[src/rtl/wght_upd_pkg.sv]
// ----------------------------------------------------------------------------
// wght_upd_pkg
// Shared definitions for the weight update stage:
//   - default number of fractional bits of the weight format
//   - state encoding of the update controller (ACC, APPLY, DONE)
//   - helpers returning the signed max/min of a WIDTH-bit two's complement word
// ----------------------------------------------------------------------------
package wght_upd_pkg;

    localparam int FRAC_DEFAULT = 24;

    // Controller states, kept as plain constants for tools that lack enums
    localparam logic [1:0] ST_ACC   = 2'd0;
    localparam logic [1:0] ST_APPLY = 2'd1;
    localparam logic [1:0] ST_DONE  = 2'd2;

    // Results are returned in 64 bits; callers keep the low w bits.
    // This works for any w up to 64.
    function automatic logic [63:0] signedMax(input int w);
        return (64'd1 << (w - 1)) - 64'd1;
    endfunction

    function automatic logic [63:0] signedMin(input int w);
        return 64'd1 << (w - 1);
    endfunction

endpackage

[src/rtl/wght_upd_sat_sub.sv]
// ----------------------------------------------------------------------------
// sat_sub
// Combinational WIDTH-bit signed saturating subtractor: o_y = sat(i_a - i_b).
// Ports:
//   i_a   minuend (signed)
//   i_b   subtrahend (signed)
//   o_y   difference, clamped to the signed WIDTH-bit range
//   o_sat high when clamping took place
// ----------------------------------------------------------------------------
module sat_sub
    import wght_upd_pkg::*;
#(
    parameter int WIDTH = 32
) (
    input  logic [WIDTH-1:0] i_a,
    input  logic [WIDTH-1:0] i_b,
    output logic [WIDTH-1:0] o_y,
    output logic             o_sat
);

    localparam logic [63:0] MAX64 = signedMax(WIDTH);
    localparam logic [63:0] MIN64 = signedMin(WIDTH);

    logic [WIDTH-1:0] w_max;
    logic [WIDTH-1:0] w_min;
    logic [WIDTH:0]   w_diff;

    assign w_max = MAX64[WIDTH-1:0];
    assign w_min = MIN64[WIDTH-1:0];

    // One guard bit is enough to hold any difference of two WIDTH-bit values
    assign w_diff = {i_a[WIDTH-1], i_a} - {i_b[WIDTH-1], i_b};

    // Overflow when the guard bit disagrees with the WIDTH-bit sign; the
    // guard bit then carries the true sign and picks the clamp direction.
    assign o_sat = w_diff[WIDTH] ^ w_diff[WIDTH-1];
    assign o_y   = !o_sat ? w_diff[WIDTH-1:0]
                 : (w_diff[WIDTH] ? w_min : w_max);

endmodule

[src/rtl/wght_upd.sv]
// ----------------------------------------------------------------------------
// wght_upd
// Weight update stage behind the weight accumulator. Counts 2^LOG2_BATCH
// accumulated samples, then in a single APPLY cycle computes
//   w <= sat(w - (acc >>> LOG2_BATCH))
// clears the accumulator on the same edge and pulses o_done one cycle later.
// Ports:
//   clk        clock
//   rst        synchronous active-high reset
//   i_smp      one sample accumulated (pulse, ignored while busy)
//   i_acc      accumulator sum, valid during APPLY
//   i_ld       load i_w_init into the weight (ignored while busy)
//   i_w_init   initial weight value
//   o_w        current weight (registered)
//   o_acc_clr  accumulator clear, high during APPLY
//   o_busy     high during APPLY and DONE
//   o_done     one-cycle pulse, new weight visible on o_w
//   o_sat      sticky saturation flag, cleared only by reset
// ----------------------------------------------------------------------------
module wght_upd
    import wght_upd_pkg::*;
#(
    parameter int WIDTH      = 32,
    parameter int FRAC       = FRAC_DEFAULT,
    parameter int LOG2_BATCH = 2
) (
    input  logic             clk,
    input  logic             rst,
    input  logic             i_smp,
    input  logic [WIDTH-1:0] i_acc,
    input  logic             i_ld,
    input  logic [WIDTH-1:0] i_w_init,
    output logic [WIDTH-1:0] o_w,
    output logic             o_acc_clr,
    output logic             o_busy,
    output logic             o_done,
    output logic             o_sat
);

    // The fixed-point format only matters for interpretation, but it must fit
    if (FRAC < 0 || FRAC >= WIDTH) begin : g_badFrac
        $error("wght_upd: FRAC must lie in [0, WIDTH-1]");
    end

    // A zero-width counter is not legal, so per-sample mode keeps one bit
    // that simply stays at zero.
    localparam int             CNT_W    = (LOG2_BATCH > 0) ? LOG2_BATCH : 1;
    localparam logic [CNT_W-1:0] CNT_LAST = CNT_W'((1 << LOG2_BATCH) - 1);

    logic [1:0]       r_state;
    logic [CNT_W-1:0] r_cnt;
    logic [WIDTH-1:0] r_w;
    logic             r_sat;

    logic signed [WIDTH-1:0] w_accS;
    logic [WIDTH-1:0]        w_scaled;
    logic [WIDTH-1:0]        w_newW;
    logic                    w_subSat;

    // Arithmetic shift divides by the batch size, rounding toward -inf
    assign w_accS   = i_acc;
    assign w_scaled = w_accS >>> LOG2_BATCH;

    sat_sub #(
        .WIDTH (WIDTH)
    ) u_satSub (
        .i_a   (r_w),
        .i_b   (w_scaled),
        .o_y   (w_newW),
        .o_sat (w_subSat)
    );

    // Sample counter, weight register and controller. Loads and samples are
    // only accepted in ACC, which is what makes them ignored while busy.
    always_ff @(posedge clk) begin
        if (rst) begin
            r_state <= ST_ACC;
            r_cnt   <= '0;
            r_w     <= '0;
            r_sat   <= 1'b0;
        end else begin
            case (r_state)
                ST_ACC: begin
                    if (i_ld) begin
                        r_w   <= i_w_init;
                        r_cnt <= '0;
                    end else if (i_smp) begin
                        if (r_cnt == CNT_LAST) begin
                            r_cnt   <= '0;
                            r_state <= ST_APPLY;
                        end else begin
                            r_cnt <= r_cnt + CNT_W'(1);
                        end
                    end
                end
                ST_APPLY: begin
                    r_w <= w_newW;
                    if (w_subSat) begin
                        r_sat <= 1'b1;
                    end
                    r_state <= ST_DONE;
                end
                ST_DONE: begin
                    r_state <= ST_ACC;
                end
                default: begin
                    r_state <= ST_ACC;
                end
            endcase
        end
    end

    // Strobes are decoded from the registered state, so the accumulator clear
    // lines up with the edge that writes the weight.
    assign o_acc_clr = (r_state == ST_APPLY);
    assign o_done    = (r_state == ST_DONE);
    assign o_busy    = (r_state == ST_APPLY) || (r_state == ST_DONE);
    assign o_w       = r_w;
    assign o_sat     = r_sat;

endmodule

[config.mk]
export PLATFORM = sky130hd
export DESIGN_NAME = wght_upd
export DESIGN_NICKNAME = d
export VERILOG_FILES = /design/src/rtl/wght_upd_pkg.sv /design/src/rtl/wght_upd_sat_sub.sv /design/src/rtl/wght_upd.sv
export SDC_FILE = /design/constraint.sdc
export NUM_CORES = 1
export LEC_CHECK = 0
export ABC_CLOCK_PERIOD_IN_PS = 2700
export BUFFER_PORTS_ARGS = -buffer_cell sky130_fd_sc_hd__buf_2
export CORE_MARGIN = 3
export CORE_UTILIZATION = 47
export CTS_BUF_LIST = sky130_fd_sc_hd__clkbuf_16
export CTS_CLUSTER_DIAMETER = 150
export DETAILED_ROUTE_END_ITERATION = 12
export PLACE_DENSITY_LB_ADDON = 0.3
export SYNTH_ARGS = -nofsm -noshare
export SYNTH_HDL_FRONTEND = slang
export SYNTH_SLANG_ARGS = --single-unit
[constraint.sdc]
create_clock -name clk -period 2.7 [get_ports clk]
set_input_delay 0.135 -clock clk [delete_from_list [all_inputs] [get_ports clk]]
set_output_delay 0.135 -clock clk [all_outputs]
set_load 0.05 [all_outputs]
Word-level counts from Yosys, hierarchy flattened
Cells that the tools add are included.
Operators by class
  mux-type cells: 11
  reductions and logical operators: 8
  add/subtract/negate cells: 2
  equal/unequal tests: 7
  bitwise logic cells: 1
Operators by type and width (number)
  $mux W32: 3
  $pmux W32 S2: 1
  $sub A32 B30 Y33: 1
  $mux W2: 6
  $ne A2 B2 Y1 const B: 4
  $reduce_and A2 Y1: 3
  $eq A2 B2 Y1 const B: 2
  $pmux W2 S2: 1
  $reduce_bool A2 Y1: 2
  $reduce_and A3 Y1: 1
  $add A2 B1 Y2 const B: 1
  $eq A2 B1 Y1 const B: 1
  $logic_not A2 Y1: 1
  $logic_or A1 B1 Y1: 1
  $xor A1 B1 Y1: 1
Storage, ports and cells
  input bits: 68
  output and inout bits: 36
  word-level logic and storage cells: 33
  register bits: 37

Longest topological paths before layout
Gate-level depths: netlist of the first run.
  word-level depth: 5
  depth in mapped cells: 14

Modules after synthesis
A second synthesis of the first run with hierarchy kept.
Unflattened totals
  cells, all modules: 517
  area total of the unflattened synthesis: 4229.1 um^2
By module, submodules not included
  sat_sub: times used 1, cells each 347, area an instance 2362.3 um^2
  wght_upd: times used 1, cells each 170, area an instance 1866.8 um^2

Least setup slack after synthesis of the first run
No wires, ideal clock.
  kind: register to register
  start: register r_w[0] (netlist: o_w[0])
  end: register r_w[30] (netlist: o_w[30])
  period minus slack after synthesis: 3.004 ns
  library setup time: 0.120 ns
  cell stages (with the launch flop): 15
  data arrival time: 2.885 ns
  data required time: 2.580 ns
  setup slack: -0.304 ns
  cell sequence: dfxtp_1 -> inv_1 -> ha_1 -> inv_1 -> fa_1 -> a211oi_1 -> o211ai_1 -> nand4_1 -> o211ai_2 -> a31oi_4 -> a211oi_2 -> a211oi_4 -> buf_4 -> nor2_1 -> a211o_1
Between the ends
  cells in the longest elaborated chain, start to end: 4
Ends and longest elaborated chain
  start, declared: RTL line wght_upd.sv:52  | logic [WIDTH-1:0] r_w;
  start signal, assigned: RTL line wght_upd.sv:85  | r_w <= i_w_init;
  start signal, assigned: RTL line wght_upd.sv:97  | r_w <= w_newW;
  $sub A32 B30 Y33 (*): RTL line wght_upd_sat_sub.sv:32  | assign w_diff = {i_a[WIDTH-1], i_a} - {i_b[WIDTH-1], i_b};
  $mux W32 / $xor A1 B1 Y1 (equally long branches): RTL line wght_upd_sat_sub.sv:38, wght_upd_sat_sub.sv:36
  $mux W32 (*): RTL line wght_upd_sat_sub.sv:37  | assign o_y = !o_sat ? w_diff[WIDTH-1:0]
  $pmux W32 S2 (*): RTL line wght_upd.sv:82  | case (r_state)
Every way passes the cells marked *; elsewhere a longest branch is shown, timed or not.
A chain may end at the register's enable or synchronous reset.

Worst setup path in the final report of the first run
  start: register r_w[0] (netlist: o_w[0])
  end: register r_w[26] (netlist: o_w[26])
The elaborated chain is that of the path after synthesis.

==> flow_results.org, run 1 <==
** Layout
- Fraction of final layout cells with drive strength greater than 1 :: 33.2%
- The net count of the finished layout is 751.
- The area growth from synthesis to layout is 32.1%.
- Excluding fillers, the count of instances in the completed layout stands at between 700 and 800.
- Antenna Cells :: 0
- Count of fill cells added during filler insertion :: around 680
- Registers take between 700 and 800 um2.
- Summing all multi-input logic gate instances after layout gives 2720 um2.

** Place
- The wire-length estimate of the detail-placed layout is 8260 um.
- Counting tap cells, the placed design contains a total of about 730 instances.
- The congestion estimate from routability-driven global placement came to 0.857.
- Buffers placed on the I/O ports in this run total between 100 and 150.

** Setup path
- Class of the most critical setup path :: flop to flop
- The worst setup path is launched from a flop.
- STA classifies the critical path endpoint as a flop.
- Reg2reg setup slack :: -0.07 ns
- Crit path max fanout :: 5
- STA puts the critical path data required time at approximately 2.9 ns.
- Data on the critical path arrives at its endpoint at 3.00 ns.

** Hold path
- The min-delay analysis places its worst path in the category primary input to flop.

** Pwr
- Sum of internal, switching and leakage power :: between 2000 and 2500 uW
- Highest ir drop seen on vdd :: 0.217 mV
- Power per unit of standard cell area :: ~420 nW/um2
- Leakage power of the design :: 0.00237 uW

** Drt
- Routed via count :: a little over 4000
- Count of antenna-violating nets left after detailed routing :: 0
- DRC errors left :: 0
- Vias per std cell :: 5.53
- The first detailed-routing pass ran for 5 iterations.
- WL per Instance :: 14.9 um
- Count of routing violations after the opening detailed-route iteration :: ~240
- After detailed routing, the total wire length is ~11000 um.

** GRT
- Aggregate global routing overflow :: 0
- The via count of the first global-routing pass came to roughly 4000.
- Entering global routing, the biggest net connects 38 pins.
- The number of antenna violations at the first check in global routing is 0.
- The first global-routing pass estimated between 15000 and 20000 um of wire.
- Global routing used around a quarter of the available tracks.

** Floorplanning
- Floorplan die area :: approximately 9000 um2
- For this design the top-level I/O count stands at 104.
- Starting Density :: between 40% and 50%
- After floorplanning, the core was sized to cover about 7400 um2.
- From bottom edge to top edge, the die measures ~95 um.
- The floorplan has 31 rows.
- The die is about 95 um wide.

** CTS
- Clk buf depth :: 2
- Clock edge transition at the registers on the reported setup and hold paths :: ~0.06 ns
- Level count of the clock H-tree :: 2
- Worst-Skew Late Latency :: 0.28 ns
- TritonCTS built the clock tree.
- Clock tree synthesis inserted a total of 5 buffers.
- Clock tree synthesis found a total of 37 sinks.
- Clock tree synthesis selected as its root buffer the cell sky130_fd_sc_hd__clkbuf_16.

** Timing
- The worst path in the final design needs a cycle of 2.77 ns, including I/O delays and setup.
- Worst setup margin :: -0.0740 ns
- Setup violations remaining at the end of the flow were counted as 18.
- In this run the tightest slew margin relative to its limit is between 50% and 60%.
- Setup repair after global routing could not meet its margin everywhere.
- Clock Skew :: 0.00797 ns
- Worst-margin pin slew :: 0.616 ns
- Fmax :: approximately 0.36 GHz
- The max-slew violation count was 0.
- Final Hold Violating Endpoints :: 0
- Of the available clock period, the critical path in the final layout requires 103%.

** Logic synthesis
- The most common cell in the synthesized netlist is sky130_fd_sc_hd__o21ai_0.
- By area the synthesized netlist is led by sky130_fd_sc_hd__dfxtp_1 20%, sky130_fd_sc_hd__ha_1 12%, sky130_fd_sc_hd__o21ai_0 8.5%, sky130_fd_sc_hd__o21a_1 6.3%, sky130_fd_sc_hd__nand2_1 5.4%.
- In this run, distinct cell masters in the synthesized netlist total 61.
- Post-synthesis sequential area ratio :: between 10% and 20%
- The Yosys step of the flow raised 0 warnings.
- In the synthesized netlist the dominant register cell turns out to be sky130_fd_sc_hd__dfxtp_1.
- Averaged over all synthesized cells, the footprint is 7.19 um2.
- Sorting the synthesized cells by how often they occur yields 63 x sky130_fd_sc_hd__o21ai_0, 53 x sky130_fd_sc_hd__nand2_1, 48 x sky130_fd_sc_hd__inv_1.
- The synthesized netlist occupies a cell area of ~3700 um2.
- FFs w/ async S/R, synth :: 0%
- Net count of the mapped netlist :: slightly above 600
- Yosys top cell by area :: sky130_fd_sc_hd__dfxtp_1
- Instance count of the mapped netlist :: 516
- Counting flops with a built-in enable in the synthesized netlist gives 0.
- After synthesis the netlist holds a flip-flop and latch count of 37.
- Summed over its instances, the top area cell type makes up 20.0% of the synthesized netlist area.

** Flow run
- Max-cap viol count :: 0

** Status
- Failing checks :: negative setup slack
- The run finished, with violations left.
-- sequential cells by signal, indices dropped and copies added (netlist names) --
name	count
o_w	32
r_cnt	2
r_state	2
o_sat	1
-- final timing paths --
check | depth (start not counted) | from | end
worst min register to register | 2 | o_w[18] | o_w[18]
worst max-delay path | 14 | o_w[0] | o_w[26]
worst min-delay path | 3 | i_w_init[24] | o_w[24]
worst max register to register | 14 | o_w[0] | o_w[26]
-- final cells by class --
| class | instances | area share (%) |
|---|---|---|
| clock buffers | 5 | 2.55 |
| clock inverters | 3 | 0.281 |
| inverters | 48 | 3.67 |
| multi-input cells | 401 | 55.5 |
| flip-flops and latches | 37 | 15.8 |
| well taps | 99 | 2.53 |
| repair buffers | 153 | 19.7 |
-- critical path, cell delays in order (launching register included) --
cell	delay, ns
sky130_fd_sc_hd__dfxtp_4	0.34
sky130_fd_sc_hd__inv_2	0.06
sky130_fd_sc_hd__ha_4	0.12
sky130_fd_sc_hd__inv_2	0.03
sky130_fd_sc_hd__fa_2	0.35
sky130_fd_sc_hd__a211oi_2	0.22
sky130_fd_sc_hd__o211ai_1	0.20
sky130_fd_sc_hd__a311oi_1	0.28
sky130_fd_sc_hd__o21bai_1	0.12
sky130_fd_sc_hd__buf_4	0.15
sky130_fd_sc_hd__buf_4	0.13
sky130_fd_sc_hd__nand4_1	0.09
sky130_fd_sc_hd__o311ai_0	0.19
sky130_fd_sc_hd__nor4_1	0.27
sky130_fd_sc_hd__a211o_1	0.15
-- timing repair --
| item | in CTS | in global routing |
|---|---|---|
| endpoints found under the setup margin | 31 | 31 |
| pin swaps | 4 | 26 |
| setup buffers | 4 | 4 |
| hold buffers | 0 | 0 |
| cloned | 1 | 1 |
| gates resized for setup | 12 | 23 |
-- metal layers --
metal	track usage, %	wire length [um]
met3	2.87	659
met5	0	0
met1	31.5	4880
met4	5.29	119
met2	43.6	5420
-- kinds of logic after synthesis --
group | after synthesis | synth area share [%]
XOR/XNOR | 27 | 6.37
AND/OR/NAND/NOR | 133 | 16.5
flip-flops | 37 | 20.0
multiplexers | 3 | 0.910
AO/OA/AOI/OAI | 201 | 34.9
buffers and inverters | 78 | 8.73
adder cells (fa/ha/maj) | 37 | 12.7
-- per-stage QoR --
stage	worst slack [ns]	utilization [%]	cell area (um2)	hold WS (ns)	setup TNS, ns
global placement	-0.0292	61.5	4580	0.416	-0.402
CTS	-0.0182	64.5	4800	0.132	-0.0584
finish	-0.0740	65.8	4900	0.130	-0.410
global route	-0.266	65.8	4900	0.146	-5.39
floorplan	0.00308	-	3760	0.303	0
detailed placement	-0.106	61.5	4580	0.422	-1.68
-- power breakdown --
part / total, uW / leakage [uW] / switching, uW / internal (uW)
clock: 582 / 0.0000748 / 245 / 336
sequential: 610 / 0.000314 / 27.4 / 582
combinational: 850 / 0.00198 / 499 / 352
-- placed cells by master (no fill, tap or decap), types with 3 or more instances in the layout --
cell type,instances
sky130_fd_sc_hd__a21o_1,6
sky130_fd_sc_hd__a21oi_1,37
sky130_fd_sc_hd__a31oi_1,5
sky130_fd_sc_hd__buf_2,101
sky130_fd_sc_hd__buf_4,42
sky130_fd_sc_hd__buf_6,7
sky130_fd_sc_hd__clkbuf_16,6
sky130_fd_sc_hd__dfxtp_1,13
sky130_fd_sc_hd__dfxtp_2,22
sky130_fd_sc_hd__ha_1,35
sky130_fd_sc_hd__inv_1,47
sky130_fd_sc_hd__nand2_1,52
sky130_fd_sc_hd__nand2b_1,10
sky130_fd_sc_hd__nand3_1,9
sky130_fd_sc_hd__nand4_1,6
sky130_fd_sc_hd__nor2_1,25
sky130_fd_sc_hd__nor2_2,3
sky130_fd_sc_hd__nor2b_1,3
sky130_fd_sc_hd__nor3_1,9
sky130_fd_sc_hd__o211ai_1,4
sky130_fd_sc_hd__o21a_1,31
sky130_fd_sc_hd__o21ai_0,55
sky130_fd_sc_hd__o21ai_1,25
sky130_fd_sc_hd__o21bai_1,4
sky130_fd_sc_hd__or2_2,3
sky130_fd_sc_hd__xnor2_1,19
sky130_fd_sc_hd__xor2_1,8
No activity file was read; power rests on OpenSTA's default activity.
==> run 2, diff against run 1 <==
--- a/config.mk
+++ b/config.mk
@@ -7,11 +7,14 @@
 export LEC_CHECK = 0
 export ABC_CLOCK_PERIOD_IN_PS = 2700
 export BUFFER_PORTS_ARGS = -buffer_cell sky130_fd_sc_hd__buf_2
+export CAP_MARGIN = 20
+export CORE_ASPECT_RATIO = 1.5
 export CORE_MARGIN = 3
 export CORE_UTILIZATION = 47
 export CTS_BUF_LIST = sky130_fd_sc_hd__clkbuf_16
 export CTS_CLUSTER_DIAMETER = 150
 export DETAILED_ROUTE_END_ITERATION = 12
+export GPL_TIMING_DRIVEN = 1
 export PLACE_DENSITY_LB_ADDON = 0.3
 export SYNTH_ARGS = -nofsm -noshare
 export SYNTH_HDL_FRONTEND = slang
==> flow_results.org, run 2 (synthesis results as in run 1) <==
** Status
- Outcome :: finished, violations left (unchanged)
- Failing checks :: negative setup slack (unchanged)

** GRT
- The maximum number of pins on one net before global-route repair came to 38 (unchanged).
- Aggregate global routing overflow :: 0 (unchanged)
- The via count of the first global-routing pass came to 4313 (was 3996).
- Initial antenna violation count :: 0 (unchanged)
- The wire length of the first global-routing pass is 18400 um (was 18000 um).
- GRT Resource Usage Total :: 24.9% (was 24.4%)

** Floorplanning
- Floorplan die area :: 9020 um2 (was 9000 um2)
- Core Area :: 7660 um2 (was 7450 um2)
- Die W :: 78.6 um (was 94.9 um)
- The floorplan die height was 115 um (was 94.9 um).
- The count of pins on the block boundary is 104 (unchanged).
- The total number of placement rows came to 39 (was 31).
- The effective utilization at floorplan is 48.4% (was 49.8%).

** Layout
- Antenna Cells :: 0 (unchanged)
- Utilization of the core after routing :: 65.4% (was 65.8%)
- Post-route non-filler standard cell count :: 756 (was 746)
- NumNets Final :: 758 (was 751)
- Commonest cells after routing, fill and taps aside: 101 x sky130_fd_sc_hd__buf_2, 52 x sky130_fd_sc_hd__o21ai_0, 52 x sky130_fd_sc_hd__nand2_1, 52 x sky130_fd_sc_hd__buf_4, 47 x sky130_fd_sc_hd__inv_1 (was 101 x sky130_fd_sc_hd__buf_2, 55 x sky130_fd_sc_hd__o21ai_0, 52 x sky130_fd_sc_hd__nand2_1).
- The layout overhead on the synthesized area is 35.0% (was 32.1%).
- Commonest non-fill, non-tap cell in the layout :: sky130_fd_sc_hd__buf_2 (unchanged)
- The flip-flop count of the largest register after layout came to 32 (unchanged).
- The number of filler instances in the final layout was 677 (was 683).
- The share of post-route cells with drive strength above 1 came to 34.1% (was 33.2%).

** Drt
- The number of routed nets with antenna violations came to 0 (unchanged).
- The detailed-route via count is 4196 (was 4125).
- Vias per std cell :: 5.55 (was 5.53)
- 1st-pass router iterations :: 5 (unchanged)
- WL per Instance :: 15.0 um (was 14.9 um)
- The DRC violation count after routing came to 0 (unchanged).
- The DRC violation total after the first TritonRoute iteration is 204 (was 243).
- Total length of routed wires :: 11300 um (was 11100 um)

** Setup path
- Category of cells accounting for the largest share of critical-path delay :: compound AO/OA/AOI/OAI gates (unchanged)
- Worst path cell trace: inv_2 > ha_4 > inv_2 > fa_2 > a211oi_2 > o211ai_1 > buf_4 > a311oi_2 > o21bai_1 > a21bo_2 > a31oi_4 > xnor2_1 > nor3_1 > a211o_1 (was inv_2 > ha_4 > inv_2 > fa_2 > a211oi_2 > o211ai_1 > a311oi_1 > o21bai_1 > buf_4 > buf_4 > nand4_1 > o311ai_0 > nor4_1 > a211o_1).
- The number of buffer and inverter instances along the worst setup path came to 3 (was 4).
- Among the stages of the critical path, the cell type that occurs most often is sky130_fd_sc_hd__inv_2.
- The slowest cell on the critical path was sky130_fd_sc_hd__fa_2 (unchanged).
- Maximum cell stage delay along the critical path :: 0.35 ns (about the same)
- Endpoint kind of the worst setup timing path :: flop (unchanged)
- Arrival time at the worst endpoint :: 2.92 ns (was 3.00 ns)
- Crit path required time :: 2.88 ns (was 2.93 ns)
- Class of the most critical setup path :: flop to flop (unchanged)
- Startpoint types :: flop (unchanged)
- The largest fanout of any net on the critical path came to 3 (was 5).

** Pwr
- Power per unit of standard cell area :: 425 nW/um2 (was 416 nW/um2)
- Sum of internal, switching and leakage power :: 2130 uW (was 2040 uW)
- The leakage power of the design was 0.00241 uW (was 0.00237 uW).
- The largest voltage drop on the vdd net was 0.268 mV (was 0.217 mV).

** Place
- The count of input and output buffers is 101 (unchanged).
- Estimated wirelength of the detail-placed design :: 8570 um (was 8260 um)
- Setup Slack @ Placement :: -0.108 ns (was -0.106 ns)
- The last weighted congestion value of the routability-driven placer came to 0.909 (was 0.857).
- Number of placed instances, taps included :: 737 (was 729)

** Timing
- The final worst slack was -0.0353 ns (was -0.0740 ns).
- Fmax :: 0.366 GHz (was 0.360 GHz)
- Slew Limit Fails :: 0 (unchanged)
- Setup repair after global routing missed its margin :: true (unchanged)
- The clock period minus final worst setup slack came to 2.74 ns (was 2.77 ns).
- The final-layout worst hold slack is 0.113 ns (was 0.130 ns).
- The count of endpoints failing hold in the final timing report came to 0 (unchanged).
- Worst-margin pin slew :: 0.663 ns (was 0.616 ns)
- Rel. slew slack :: 55.2% (was 58.4%)
- The number of failing setup endpoints in the final timing report was 8 (was 18).
- Clock Skew :: 0.00712 ns (was 0.00797 ns)
- The share of the clock period used by the worst path was 101% (was 103%).

** Flow run
- The count of maximum capacitance violations came to 0 (unchanged).

** CTS
- Clock Tree Root :: sky130_fd_sc_hd__clkbuf_16 (unchanged)
- Worst-Skew Late Latency :: 0.29 ns (was 0.28 ns)
- The number of hold-repair buffers added at the cts stage is 0 (unchanged).
- The number of buffers created by CTS came to 5 (unchanged).
- The number of buffers on the longest clock path was 2 (unchanged).
- The number of sinks handled by clock tree synthesis is 37 (unchanged).
- The CTS H-tree depth was 2 (unchanged).
- The CTS tree is built (unchanged).
- The clock-pin transition on the worst setup and hold timing paths came to 0.06 ns (about the same).

** Hold path
- Min-delay worst type :: primary input to flop (unchanged)
==> run 2: final timing paths <==
| check | slack [ns] | startpoint | end | depth (start not counted) |
|---|---|---|---|---|
| worst min register to register | 0.45 | o_w[13] | o_w[13] | 2 |
| worst max register to register | -0.04 | o_w[0] | o_w[30] | 14 |
| worst max-delay path | -0.04 | o_w[0] | o_w[30] | 14 |
| worst min-delay path | 0.11 | rst | r_cnt[1] | 2 |
==> run 2: power by group <==
group,leakage (uW),switching [uW],internal (uW)
Clock,0.0000832,244,394
Sequential,0.000314,26.8,582
Combinational,0.00201,512,369
==> run 2: metrics by stage <==
step	cell area (um2)	setup TNS (ns)
detailed placement	4630	-0.728
global placement	4630	-0.0888
finish	5010	-0.158
CTS	4930	-1.98
floorplan	3760	0
global route	5010	-4.66
==> run 2: layout make-up <==
| cell class | instances | area (um2) | share of cell area (%) |
|---|---|---|---|
| Multi-Input combinational cell | 401 | 2750 | 55.0 |
| Timing Repair Buffer | 160 | 1010 | 20.2 |
| Sequential cell | 37 | 776 | 15.5 |
| Inverter | 48 | 180 | 3.60 |
| Clock buffer | 6 | 150 | 3.00 |
| Tap cell | 102 | 128 | 2.55 |
| Clock inverter | 2 | 8.76 | 0.175 |
==> run 2: what timing repair did <==
item / CTS / global route
pin swaps: 11 / 11
setup endpoints to repair: 30 / 31
setup buffers: 9 / 2
hold endpoints to repair: 0 / 0
gates resized for setup: 22 / 13
==> run 2: layer usage <==
metal	routed length, um	global-route usage [%]	up-vias
met5	0	0	-
met4	408	12.6	0
met1	4250	25.2	1924
met2	6170	48.6	135
met3	487	3.37	38
li1	-	-	2099
==> run 3, diff against run 2 <==
--- a/config.mk
+++ b/config.mk
@@ -5,8 +5,7 @@
 export SDC_FILE = /design/constraint.sdc
 export NUM_CORES = 1
 export LEC_CHECK = 0
-export ABC_CLOCK_PERIOD_IN_PS = 2700
-export BUFFER_PORTS_ARGS = -buffer_cell sky130_fd_sc_hd__buf_2
+export ABC_CLOCK_PERIOD_IN_PS = 2310
 export CAP_MARGIN = 20
 export CORE_ASPECT_RATIO = 1.5
 export CORE_MARGIN = 3
@@ -14,6 +13,7 @@
 export CTS_BUF_LIST = sky130_fd_sc_hd__clkbuf_16
 export CTS_CLUSTER_DIAMETER = 150
 export DETAILED_ROUTE_END_ITERATION = 12
+export DONT_BUFFER_PORTS = 1
 export GPL_TIMING_DRIVEN = 1
 export PLACE_DENSITY_LB_ADDON = 0.3
 export SYNTH_ARGS = -nofsm -noshare
==> constraint.sdc (replaced) <==
create_clock -name clk -period 2.31 [get_ports clk]
set_input_delay 0.1155 -clock clk [delete_from_list [all_inputs] [get_ports clk]]
set_output_delay 0.1155 -clock clk [all_outputs]
set_load 0.05 [all_outputs]
==> flow_results.org, run 3 (synthesis results as in run 1) <==
** Setup path
- Crit path required time :: 2.48 ns (was 2.88 ns)
- Class of the most critical setup path :: flop to flop (unchanged)
- Start point of the critical path :: o_w[0] (unchanged)
- Maximum cell stage delay along the critical path :: 0.36 ns (was 0.35 ns)
- Worst path buffer plus inverter count :: 4 (was 3)
- Worst path cell trace :: inv_2 > ha_4 > inv_2 > fa_2 > a211oi_2 > o211ai_1 > nand4_1 > o211ai_2 > a31oi_4 > nand2_2 > mux2i_4 > buf_4 > buf_16 > o21a_1 > o21ai_0 (was inv_2 > ha_4 > inv_2 > fa_2 > a211oi_2 > o211ai_1 > buf_4 > a311oi_2 > o21bai_1 > a21bo_2 > a31oi_4 > xnor2_1 > nor3_1 > a211o_1)
- The type of element capturing the critical path is a flop (unchanged).
- Category of cells accounting for the largest share of critical-path delay :: compound AO/OA/AOI/OAI gates (unchanged)
- Arrival time at the worst endpoint :: 2.99 ns (was 2.92 ns)
- Startpoint types :: flop (unchanged)
- Reg2reg setup slack :: -0.51 ns (was -0.04 ns)
- The largest fanout of any net on the critical path was 7 (was 3).
- The slowest cell on the critical path is sky130_fd_sc_hd__fa_2 (unchanged).
- The origin of the critical flop-to-flop path was o_w[0] (unchanged).
- Cell with the most instances on the worst path :: sky130_fd_sc_hd__inv_2 (unchanged)

** Layout
- Syn-to-layout area delta :: 43.6% (was 35.0%)
- Antenna Cells :: 0 (unchanged)
- Multi-input combinational cell area :: 2790 um2 (was 2750 um2)
- NumNets Final :: 756 (was 758)
- Fraction of final layout cells with drive strength greater than 1 :: 34.8% (was 34.1%)
- The flip-flop count of the largest register after layout was 32 (unchanged).
- Commonest cells after routing, fill and taps aside: 138 x sky130_fd_sc_hd__buf_4, 57 x sky130_fd_sc_hd__o21ai_0, 51 x sky130_fd_sc_hd__nand2_1 (was 101 x sky130_fd_sc_hd__buf_2, 52 x sky130_fd_sc_hd__o21ai_0, 52 x sky130_fd_sc_hd__nand2_1, 52 x sky130_fd_sc_hd__buf_4, 47 x sky130_fd_sc_hd__inv_1).
- The number of filler instances in the final layout came to 646 (was 677).
- Commonest non-fill, non-tap cell in the layout :: sky130_fd_sc_hd__buf_4 (was sky130_fd_sc_hd__buf_2)
- Storage element area :: 795 um2 (was 776 um2)
- Post-route cell area :: 5330 um2 (was 5010 um2)
- The utilization after layout came to 69.5% (was 65.4%).
- The final instance count without filler cells was 754 (was 756).

** Hold path
- Min-delay worst type :: primary input to flop (unchanged)
- The origin of the worst min-delay path is i_w_init[18] (was rst).

** Drt
- The DRC violation total after the first TritonRoute iteration came to 144 (was 204).
- Total length of routed wires :: 12100 um (was 11300 um)
- Vias per std cell :: 5.55 (about the same)
- Routed via count :: 4184 (was 4196)
- The average wire length per cell after detail routing was 16.0 um (was 15.0 um).
- The number of routed nets with antenna violations was 0 (unchanged).
- The number of optimization iterations in the first detailed-route pass was 4 (was 5).
- DRC errors left :: 0 (unchanged)

** GRT
- GRT Resource Usage Total :: 26.8% (was 24.9%)
- Vias in the first global route :: 4224 (was 4313)
- Aggregate global routing overflow :: 0 (unchanged)
- First-pass GRT wire length :: 19400 um (was 18400 um)
- Initial antenna violation count :: 0 (unchanged)
- The maximum number of pins on one net before global-route repair is 38 (unchanged).

** Pwr
- Power Internal :: 1610 uW (was 1350 uW)
- The leakage power of the design came to 0.00249 uW (was 0.00241 uW).
- Switching portion of total power :: 37.0% (was 36.8%)
- Proportion of power drawn by the clock network :: 26.7% (was 30.0%)
- Comb power frac :: 45.9% (was 41.4%)
- Highest ir drop seen on vdd :: 0.395 mV (was 0.268 mV)
- Power per unit of standard cell area :: 479 nW/um2 (was 425 nW/um2)
- Sequential fraction of design power :: 27.4% (was 28.6%)
- The net switching component of the power came to 945 uW (was 783 uW).

** CTS
- Clk buf depth :: 2 (unchanged)
- Clock edge transition at the registers on the reported setup and hold paths :: 0.06 ns (about the same)
- The CTS tree is built (unchanged).
- Number of buffers created by CTS :: 5 (unchanged)
- Clock Tree Root :: sky130_fd_sc_hd__clkbuf_16 (unchanged)
- The number of sinks handled by clock tree synthesis came to 37 (unchanged).
- The CTS H-tree depth came to 2 (unchanged).
- The clock latency of the later-clocked register in the worst-skew pair was 0.29 ns (about the same).

** Timing
- The number of failing setup endpoints in the final timing report was 33 (was 8).
- The share of the clock period used by the worst path was 122% (was 101%).
- Setup repair after global routing missed its margin: true (unchanged).
- Rel. slew slack :: 61.1% (was 55.2%)
- Min Tclk post-route :: 2.82 ns (was 2.74 ns)
- Final TNS setup :: -14.84 ns (was -0.158 ns)
- The count of endpoints failing hold in the final timing report was 0 (unchanged).
- The final worst slack was -0.515 ns (was -0.0353 ns).
- Clock Skew :: 0.00503 ns (was 0.00712 ns)
- The max-slew violation count was 0 (unchanged).
- Fmax :: 0.354 GHz (was 0.366 GHz)
- The slew at the pin closest to its max-slew limit is 0.576 ns (was 0.663 ns).

** Floorplanning
- Height of the die :: 115 um (unchanged)
- Row Count :: 39 (unchanged)
- The placeable core region was 7660 um2 (unchanged).
- The width of the chip is 78.6 um (unchanged).
- The effective utilization at floorplan is 48.4% (unchanged).
- The floorplan die area is 9020 um2 (unchanged).
- Number of top-level pins :: 104 (unchanged)

** Flow run
- Max-cap viol count :: 0 (unchanged)

** Place
- Setup Slack @ Placement :: -0.645 ns (was -0.108 ns)
- The count of input and output buffers came to 0 (was 101).
- The instance area after placement came to 4850 um2 (was 4630 um2).
- Estimated wirelength of the detail-placed design :: 9290 um (was 8570 um)
- The last weighted congestion value of the routability-driven placer came to 0.955 (was 0.909).
- Number of placed instances, taps included :: 726 (was 737)

** Status
- Outcome: finished, violations left (unchanged).
- Failing checks: negative setup slack (unchanged).
## run 3: cell count changes in the layout (fill, tap and decap cells not counted), moves of 2 or more
cell and delta:
sky130_fd_sc_hd__buf_6 +11, sky130_fd_sc_hd__xnor2_1 -2, sky130_fd_sc_hd__o21ai_1 -5, sky130_fd_sc_hd__buf_12 -2, sky130_fd_sc_hd__dfxtp_1 -3, sky130_fd_sc_hd__buf_2 -101
sky130_fd_sc_hd__buf_4 +86, sky130_fd_sc_hd__dfxtp_2 -3, sky130_fd_sc_hd__dfxtp_4 +6, sky130_fd_sc_hd__dlygate4sd3_1 +2, sky130_fd_sc_hd__o21ai_0 +5
## run 3: per-stage QoR
stage | hold slack, ns | power (uW)
3_5_place_dp | 0.188 | 1760
4_1_cts | 0.0164 | 2550
2_1_floorplan | 0.284 | 1380
5_1_grt | 0.0219 | 2680
3_3_place_gp | 0.187 | 1740
6_report | 0.0220 | 2550
## run 3: final timing paths
kind                            endpoint  cells after the start
worst min-delay path             o_w[18]                      2
worst max-delay path              o_w[7]                     15
worst max register to register    o_w[7]                     15
worst min register to register  r_cnt[1]                      2
## run 3: area by class of cell
type                    count  area share, %
clock buffers               5           2.35
clock inverters             3          0.258
inverters                  48           3.38
multi-input cells         401           52.3
flip-flops and latches     37           14.9
well taps                 102           2.40
repair buffers            158           24.4
## run 3: what timing repair did
item                                   in CTS  in global routing
gates resized for setup                    34                 10
buffers inserted                           17                  2
cloned                                      2                  0
setup endpoints to repair                  33                 33
hold buffers                                2                  0
endpoints found under the hold margin       5                  0
pin swaps                                  19                  8
## run 3: routing by layer
| layer | GRT usage, % | wire [um] |
|---|---|---|
| met4 | 9.57 | 271 |
| met3 | 4.23 | 542 |
| met5 | 0 | 0 |
| met1 | 28.0 | 4700 |
| met2 | 52.6 | 6580 |
## run 3: power by group through the flow
| stage | Clock [uW] | Combinational, uW | Sequential (uW) |
|---|---|---|---|
| after detailed placement | 0 | 1050 | 713 |
| after global placement | 0 | 1030 | 710 |
| after global routing | 716 | 1260 | 703 |
| after CTS | 701 | 1150 | 699 |
| after floorplan | 0 | 530 | 846 |
| final | 682 | 1170 | 699 |
